**src/rtl/rl_pkg.sv**
```systemverilog
// Shared types and constants for the two-agent Q-learning datapath.
// Includes the Galois LFSR next-state helper used by the exploration source.
package rl_pkg;
  localparam int ACT_W = 2;
  localparam int EPS_W = 8;
  localparam logic [15:0] LFSR_TAPS      = 16'hB400;
  localparam logic [15:0] LFSR_SAFE_SEED = 16'hACE1;

  typedef logic [ACT_W-1:0] action_t;

  // Right-shifting Galois step: the bit shifted out selects the tap mask.
  function automatic logic [15:0] lfsr_next(input logic [15:0] s);
    lfsr_next = (s >> 1) ^ (s[0] ? LFSR_TAPS : 16'h0000);
  endfunction
endpackage

```
**src/rtl/lfsr16_galois.sv**
```systemverilog
// 16-bit maximal-length Galois LFSR that advances once per adv pulse.
// A zero seed would lock the register, so it is replaced by a safe seed.
module lfsr16_galois
  import rl_pkg::*;
#(
  parameter logic [15:0] SEED = LFSR_SAFE_SEED
) (
  input  logic        clk,
  input  logic        rst,
  input  logic        adv,
  output logic [15:0] state
);
  localparam logic [15:0] SEED_SAFE = (SEED == 16'h0000) ? LFSR_SAFE_SEED : SEED;

  always_ff @(posedge clk) begin
    if (rst) begin
      state <= SEED_SAFE;
    end else if (adv) begin
      state <= lfsr_next(state);
    end
  end
endmodule

```
**src/rtl/eps_greedy_gen.sv**
```systemverilog
// Epsilon-greedy exploration source: one random action and greedy/explore bit
// per agent per step, with epsilon decayed on episode boundaries to a floor.
module eps_greedy_gen
  import rl_pkg::*;
#(
  parameter logic [15:0]      SEED_A       = 16'hACE1,
  parameter logic [15:0]      SEED_B       = 16'h1D2B,
  parameter logic [EPS_W-1:0] EPS_INIT     = 8'd230,
  parameter logic [EPS_W-1:0] EPS_MIN      = 8'd13,
  parameter logic [EPS_W-1:0] DECAY_STEP   = 8'd8,
  parameter logic [15:0]      DECAY_PERIOD = 16'd10
) (
  input  logic             clk,
  input  logic             rst,
  input  logic             step,
  input  logic             episode_done,
  input  logic             decay_en,
  output action_t          Arand_A,
  output action_t          Arand_B,
  output logic             Asel_A,
  output logic             Asel_B,
  output logic             valid,
  output logic [EPS_W-1:0] eps_cur
);
  localparam logic [15:0] SEED_A_SAFE = (SEED_A == 16'h0000) ? 16'hACE1 : SEED_A;
  localparam logic [15:0] SEED_B_SAFE = (SEED_B == 16'h0000) ? 16'h1D2B : SEED_B;
  // Nine-bit threshold so EPS_MIN + DECAY_STEP cannot wrap.
  localparam logic [EPS_W:0] DECAY_THRESH = {1'b0, EPS_MIN} + {1'b0, DECAY_STEP};
  localparam logic [15:0]    EP_LAST      = DECAY_PERIOD - 16'd1;

  logic [15:0]      state_a;
  logic [15:0]      state_b;
  logic [15:0]      r_a;
  logic [15:0]      r_b;
  logic [EPS_W-1:0] eps;
  logic [15:0]      ep_cnt;
  logic             unused_hi;

  lfsr16_galois #(.SEED(SEED_A_SAFE)) u_lfsr_a (
    .clk   (clk),
    .rst   (rst),
    .adv   (step),
    .state (state_a)
  );

  lfsr16_galois #(.SEED(SEED_B_SAFE)) u_lfsr_b (
    .clk   (clk),
    .rst   (rst),
    .adv   (step),
    .state (state_b)
  );

  // Post-shift values: the same values the LFSRs load at this edge.
  assign r_a       = lfsr_next(state_a);
  assign r_b       = lfsr_next(state_b);
  assign unused_hi = ^{r_a[15:10], r_b[15:10]};

  // Output handshake: valid pulses for exactly one cycle with each new pair;
  // there is no ready, the consumer must take the pair in that cycle, and
  // Arand_*/Asel_* hold their values until the next step.
  always_ff @(posedge clk) begin
    if (rst) begin
      Arand_A <= '0;
      Arand_B <= '0;
      Asel_A  <= 1'b0;
      Asel_B  <= 1'b0;
      valid   <= 1'b0;
    end else begin
      valid <= step;
      if (step) begin
        Arand_A <= r_a[9:8];
        Arand_B <= r_b[9:8];
        Asel_A  <= (r_a[7:0] >= eps);
        Asel_B  <= (r_b[7:0] >= eps);
      end
    end
  end

  // A coincident step above reads eps before this edge updates it.
  always_ff @(posedge clk) begin
    if (rst) begin
      eps    <= EPS_INIT;
      ep_cnt <= 16'd0;
    end else if (episode_done && decay_en) begin
      if (ep_cnt == EP_LAST) begin
        ep_cnt <= 16'd0;
        if ({1'b0, eps} < DECAY_THRESH) begin
          eps <= EPS_MIN;
        end else begin
          eps <= eps - DECAY_STEP;
        end
      end else begin
        ep_cnt <= ep_cnt + 16'd1;
      end
    end
  end

  assign eps_cur = eps;
endmodule

```
**config.mk**
```make
export PLATFORM = sky130hd
export DESIGN_NAME = eps_greedy_gen
export DESIGN_NICKNAME = d
export VERILOG_FILES = /design/src/rtl/rl_pkg.sv /design/src/rtl/lfsr16_galois.sv /design/src/rtl/eps_greedy_gen.sv
export SDC_FILE = /design/constraint.sdc
export NUM_CORES = 1
export LEC_CHECK = 0
export CAP_MARGIN = 40
export CORE_MARGIN = 2
export CORE_UTILIZATION = 40
export DETAILED_ROUTE_END_ITERATION = 12
export HOLD_SLACK_MARGIN = 0.02
export MAX_ROUTING_LAYER = met4
export SLEW_MARGIN = 20
export SYNTH_ARGS = -nofsm -noshare
export SYNTH_HDL_FRONTEND = slang
export SYNTH_SLANG_ARGS = --single-unit
export TNS_END_PERCENT = 20
```
**constraint.sdc**
```tcl
create_clock -name clk -period 1.8 [get_ports clk]
set_input_delay 0.36 -clock clk [delete_from_list [all_inputs] [get_ports clk]]
set_output_delay 0.36 -clock clk [all_outputs]
set_load 0.02 [all_outputs]
```
==> metrics.csv, run 1 <==
metric;value;unit
number of buffers added on ports;19;
clock slew at reported path FFs;0.07;ns
remaining global-route overflow;0;
FMAX;576;MHz
Post-synth EDFFs;0;
unrepaired setup endpoints after global routing;no;
Core Area;6760;um^2
Worst-Margin Slew;0.351;ns
Ys Warns;0;
final instance area;3340;um^2
I/O pin count;20;
Final Hold Vio Count;0;
DR pass1 iterations;4;
Netlist Area Pre-Place;2770;um^2
Tcrit/Tclk final;0.964;
CP Launch Point;eps_cur[6]$_SDFFE_PP1P_;
average wire per standard cell;12.3;um
Crit path arrival time;1.38;ns
Synth Area in Adders;0.0858;
pin count of the biggest net entering global routing;25;
synth top area cells;dfxtp_1, mux2i_1, ha_1, nor2_1, nand2_1;
status;finished clean;
drt initial violations;117;
Max Cap Viol;0;
endpoint type of the worst setup path;primary output;
starting density of the core;0.410;
commonest cells in the synthesized netlist;dfxtp_1, nor2_1, nand2_1, mux2i_1, ha_1;
synthesized area per cell;9.36;um^2
FILL cells;640;
Die ar.;7610;um^2
normalized max-slew margin;0.764;
crit-path max cell delay;0.60;ns
PwrDens;863;nW/um^2
min-delay worst type;reg -> reg;
CP top delay family;buffers and inverters;
drt drc;0;
Slew Viols, Final;0;
Root Driver;clkbuf_8;
Critical R2R Launch;ep_cnt[12]$_SDFFE_PP0P_;
Detail Placement HPWL;3.67;mm
WHS;0.477;ns
CP required;1.44;ns
ratio of cells with drive above 1 in the final layout;0.138;
ys async rst share;0;
dominant synthesized flop cell;dfxtp_1;
Clk pwr share;0.419;
CTS sink cnt;60;
# rows;30;
Syn Nets;320;
vias after detailed routing;2065;
switch share;0.231;
sequential share of the synthesized area;0.434;
area of placed instances;3150;um^2
CP cell instances;buf_4, clkdlybuf4s50_1;
Psw;0.668;mW
footprint of the multi-input gates;1430;um^2
Post-Synth XOR/XNOR Area;0.0664;
top cell type's share of synthesized area;0.434;
global-route wire length before repair;8.85;mm
sequential power share;0.496;
Synth Area in Simple Gates;0.192;
crit path time final;1.74;ns
Post-layout nets;353;
Crit path buffers/inverters;2;
Final setup viols;0;
Area Overhead vs Synth;20.7;%
Synth Instances;296;
Synth area leader;dfxtp_1;
Die X;87.2;um
Synth Register Bits;60;
initial antenna violation count;0;
largest family of logic cells by synthesized area;simple AND/OR/NAND/NOR gates;
vias in the first global route;1920;
mux cell area share after synthesis;0.0976;
Int Pwr;2.22;mW
Worst-Skew Late Latency;0.32;ns
CTS Buf Count;9;
Die H;87.2;um
GRT Total Usage;0.151;
Seq. cell area;1200;um^2
hold_sp;u_lfsr_b.state[12]$_SDFFE_PP1P_;
Synth cell types;41;
most common cell in the synthesized netlist;dfxtp_1;
CTS tree;done;
Compound-Gate Fraction of Synth Area;0.0745;
Vias/cell;4.99;
htree depth;3;
Ant. Diodes;0;
Max FO, Critical Path;4;
Startpoint Class;register;
Antenna Nets Post-Route;0;
leak pwr;1.49;nW
Routed Wire Length;5.10;mm
maximum VDD drop;419;uV
setup bufs post-CTS;0;
routability cong.;0.819;
Gate power share;0.085;
worst-case clock buffer depth;2;
skew final;0.00787;ns
Slowest-stage cell, CP;clkdlybuf4s50_1;
worst setup path class;reg -> out;
## layout make-up
class / instances / area share
clock buffer: 11 / 0.0453
clock inverter: 5 / 0.0150
inverter: 12 / 0.0135
multi-input combinational: 206 / 0.428
sequential: 60 / 0.359
tap: 80 / 0.0299
timing repair buffer: 40 / 0.109
## worst min-delay path: stages, from the launching register on
cell and delay, ns:
dfxtp_1 0.32, mux2i_1 0.07, nand2_1 0.06
## power groups by stage
stage / clock, mW / combinational (mW) / sequential, mW
3_3_place_gp: 0 / 0.243 / 1.46
3_5_place_dp: 0 / 0.248 / 1.46
4_1_cts: 1.25 / 0.249 / 1.43
6_report: 1.21 / 0.246 / 1.43
2_1_floorplan: 0 / 0.180 / 1.45
5_1_grt: 1.31 / 0.276 / 1.44
## routing by layer
metal	up-vias	global-route usage	wire length (um)
li1	1083	-	-
met1	952	0.195	2550
met2	22	0.226	2310
met3	8	0.0341	142
met4	0	0.0671	86
met5	-	-	0
## stage by stage
| stage | total power [mW] | setup WS (ns) | utilization | std cells | setup TNS [ns] |
|---|---|---|---|---|---|
| after global placement | 1.70 | -0.0877 | 0.466 | 398 | -1.05 |
| after floorplan | 1.63 | 0.132 | - | 296 | 0 |
| after CTS | 2.93 | 0.0447 | 0.495 | 414 | 0 |
| after detailed placement | 1.71 | -0.123 | 0.466 | 398 | -1.72 |
| after global routing | 3.02 | 0.00129 | 0.495 | 414 | 0 |
| final | 2.88 | 0.0642 | 0.495 | 414 | 0 |
## final timing paths
| kind | endpoint | slack [ns] | cells past startpoint |
|---|---|---|---|
| worst max-delay path | eps_cur[6] | 0.06 | 2 |
| worst min-delay path | u_lfsr_b.state[11]$_SDFFE_PP1P_ | 0.48 | 2 |
| worst max register to register | eps_cur[6]$_SDFFE_PP1P_ | 0.11 | 6 |
| worst min register to register | u_lfsr_b.state[11]$_SDFFE_PP1P_ | 0.48 | 2 |
## placed cells by master (no fill, tap or decap), types with 2 or more instances in the layout
| cell type | synthesis | routed |
|---|---|---|
| dfxtp_1 | 60 | 60 |
| nor2_1 | 43 | 43 |
| nand2_1 | 30 | 30 |
| mux2i_1 | 27 | 27 |
| ha_1 | 19 | 19 |
| buf_4 | 3 | 19 |
| clkdlybuf4s50_1 | 0 | 16 |
| xnor2_1 | 12 | 12 |
| inv_1 | 11 | 11 |
| clkbuf_8 | 0 | 11 |
| xor2_1 | 9 | 9 |
| nand4_1 | 8 | 8 |
| a21o_1 | 7 | 7 |
| nand3_1 | 6 | 6 |
| o21ai_0 | 6 | 6 |
| a211oi_1 | 5 | 5 |
| nor4_1 | 4 | 4 |
| clkinv_2 | 0 | 4 |
| nor3_1 | 3 | 3 |
| and4_1 | 3 | 3 |
| nor4_2 | 2 | 2 |
| or2_2 | 2 | 2 |
| a21oi_1 | 2 | 2 |
| nand2b_1 | 2 | 2 |
| nand4b_1 | 2 | 2 |
| a41oi_1 | 2 | 2 |
| dlygate4sd2_1 | 0 | 2 |
| buf_12 | 0 | 2 |
## registers in the layout, indices dropped and copies added (netlist names)
signal and cells:
u_lfsr_a.state 15, Arand_B 1, valid 1, eps_cur 8, u_lfsr_b.state 16, Asel_A 1, Asel_B 1, Arand_A 1
ep_cnt 16
## kinds of logic (layout without fill, tap and decap cells)
| kind of cell | count (synthesis) | count (layout) |
|---|---|---|
| flops | 60 | 60 |
| simple gates | 111 | 111 |
| xor+xnor | 21 | 21 |
| buf+inv | 30 | 68 |
| fa+ha+maj | 19 | 19 |
| compound gates | 28 | 28 |
| mux | 27 | 27 |
## what timing repair did
action | CTS | global route
hold buffers | 0 | 0
setup endpoints to repair | 2 | 0
gates resized for setup | 2 | 0
No activity file was read; power rests on OpenSTA's default activity.
==> run 2, diff against run 1 <==
- SLEW_MARGIN: 20 -> 5
==> results of run 2 <==
The final DEF is identical to that of run 1; final timing and power are the same.
==> run 3, diff against run 2 <==
- CAP_MARGIN: 40 -> not set
- CORE_UTILIZATION: 40 -> 45
==> metrics.csv, run 3 (same netlist as run 1, synthesis figures left out) <==
metric;value;unit;change
Antenna Nets Post-Route;0;;unchanged
hold_sp;step;;
I/O pin count;20;;unchanged
Int Pwr;2.40;mW;+8.1%
Ant. Diodes;0;;unchanged
min-delay worst type;in -> reg;;
vias in the first global route;1918;;-0.10%
Crit path arrival time;1.38;ns;about the same
average wire per standard cell;12.7;um;+2.9%
Area Overhead vs Synth;20.4;%;
Psw;0.690;mW;+3.3%
crit-path max cell delay;0.63;ns;+0.03 ns
htree depth;3;;unchanged
Hold-fix buffers, CTS;0;;unchanged
Root Driver;clkbuf_8;;
vias after detailed routing;1993;;-3.5%
Final Hold Vio Count;0;;unchanged
CP required;1.44;ns;about the same
initial antenna violation count;0;;unchanged
worst-case clock buffer depth;2;;unchanged
remaining global-route overflow;0;;unchanged
Vias/cell;4.93;;-1.1%
Startpoint Class;register;;
Post-layout nets;348;;-1.4%
Core Area;5920;um^2;-12%
fin util;0.563;;+0.0682
skew final;0.00707;ns;-0.000801 ns
Die H;82.5;um;-5.5%
GRT Total Usage;0.179;;+0.0279
CTS sink cnt;60;;unchanged
Detail Placement HPWL;3.54;mm;-3.5%
Max FO, Critical Path;4;;unchanged
Die X;82.5;um;-5.5%
CP Launch Point;Arand_A[0]$_SDFFE_PP0P_;;
Gate power share;0.078;;-0.007
# rows;28;;-6.7%
most frequent cells in the layout;dfxtp_1, nor2_1, nand2_1;;
Routed Wire Length;5.12;mm;+0.39%
switch share;0.223;;-0.00796
CTS tree;done;;
Worst-Skew Late Latency;0.34;ns;+0.02 ns
CP top delay family;buffers and inverters;;
final worst slack;0.0633;ns;-0.000912 ns
drt drc;0;;unchanged
Clk pwr share;0.458;;+0.039
DR pass1 iterations;5;;+1
starting density of the core;0.468;;+0.0579
global-route wire length before repair;8.76;mm;-1.0%
ratio of cells with drive above 1 in the final layout;0.125;;-0.0131
maximum VDD drop;688;uV;+64%
Slowest-stage cell, CP;clkdlybuf4s50_1;;
Final setup viols;0;;unchanged
clock slew at reported path FFs;0.07;ns;about the same
endpoint type of the worst setup path;primary output;;
number of buffers added on ports;19;;unchanged
pin count of the biggest net entering global routing;34;;+36%
WHS;0.465;ns;-0.0115 ns
drt initial violations;68;;-42%
Die ar.;6800;um^2;-11%
Crit path buffers/inverters;1;;-1
post-placement setup slack;-0.133;ns;-0.00994 ns
FMAX;576;MHz;about the same
Slew Viols, Final;0;;unchanged
worst setup path class;reg -> out;;
Seq. cell area;1200;um^2;unchanged
Critical R2R Launch;eps_cur[6]$_SDFFE_PP1P_;;
normalized max-slew margin;0.778;;+0.0138
unrepaired setup endpoints after global routing;no;;
footprint of the multi-input gates;1430;um^2;unchanged
Max Cap Viol;0;;unchanged
Tcrit/Tclk final;0.965;;about the same
Finished Layout Cells;404;;-2.4%
post-cts repair resize count;2;;unchanged
setup bufs post-CTS;0;;unchanged
commonest non-fill, non-tap cell in the layout;dfxtp_1;;
Worst-Margin Slew;0.330;ns;-0.0209 ns
routability cong.;0.751;;-8.3%
CP cell instances;clkdlybuf4s50_1;;
placed insts;388;;-2.5%
sequential power share;0.463;;-0.033
biggest registers after layout;ep_cnt: 16 flops, u_lfsr_b.state: 16 flops, u_lfsr_a.state: 15 flops;;
crit path time final;1.74;ns;+0.000912 ns
FILL cells;541;;-15%
setup TNS;0;ns;unchanged
PwrDens;926;nW/um^2;+7.3%
leak pwr;1.48;nW;-0.75%
status;finished clean;;
CTS Buf Count;9;;unchanged
==> run 3: cell count changes in the layout (fill, tap and decap cells not counted), sizes merged <==
cell / change
clkbuf: +1
bufinv: +1
clkinv: -2
buf: -5
==> run 3: final timing paths <==
path                                                         to  slack [ns]  cells after the start
worst max-delay path                                 Arand_A[0]        0.06                      1
worst min-delay path             u_lfsr_b.state[1]$_SDFFE_PP1P_        0.47                      3
worst max register to register              Asel_B$_SDFFE_PP0P_        0.13                      7
worst min register to register  u_lfsr_a.state[11]$_SDFFE_PP1P_        0.47                      2
==> run 3: layout make-up <==
cell class,count,area share
Multi-Input combinational cell,206,0.429
Sequential cell,60,0.360
Timing Repair Buffer,35,0.0983
Clock buffer,12,0.0495
Tap cell,75,0.0281
Clock inverter,4,0.0210
Inverter,12,0.0135
==> run 3: power by group through the flow <==
stage	combinational (mW)	sequential [mW]	clock, mW
4_1_cts	0.245	1.43	1.45
3_3_place_gp	0.240	1.46	0
6_report	0.241	1.43	1.42
5_1_grt	0.274	1.44	1.51
3_5_place_dp	0.243	1.46	0
2_1_floorplan	0.180	1.45	0
==> run 3: per-layer routing <==
layer / GRT usage / up-vias / wire [um]
met5: - / - / 0
met2: 0.258 / 17 / 2250
met1: 0.223 / 902 / 2660
met4: 0.100 / 0 / 74
li1: - / 1068 / -
met3: 0.0522 / 6 / 131
==> run 3: metrics by stage <==
stage / cell area, um^2 / total power [mW]
6_report: 3330 / 3.09
5_1_grt: 3330 / 3.22
4_1_cts: 3330 / 3.13
3_5_place_dp: 3100 / 1.70
3_3_place_gp: 3100 / 1.70
2_1_floorplan: 2770 / 1.63
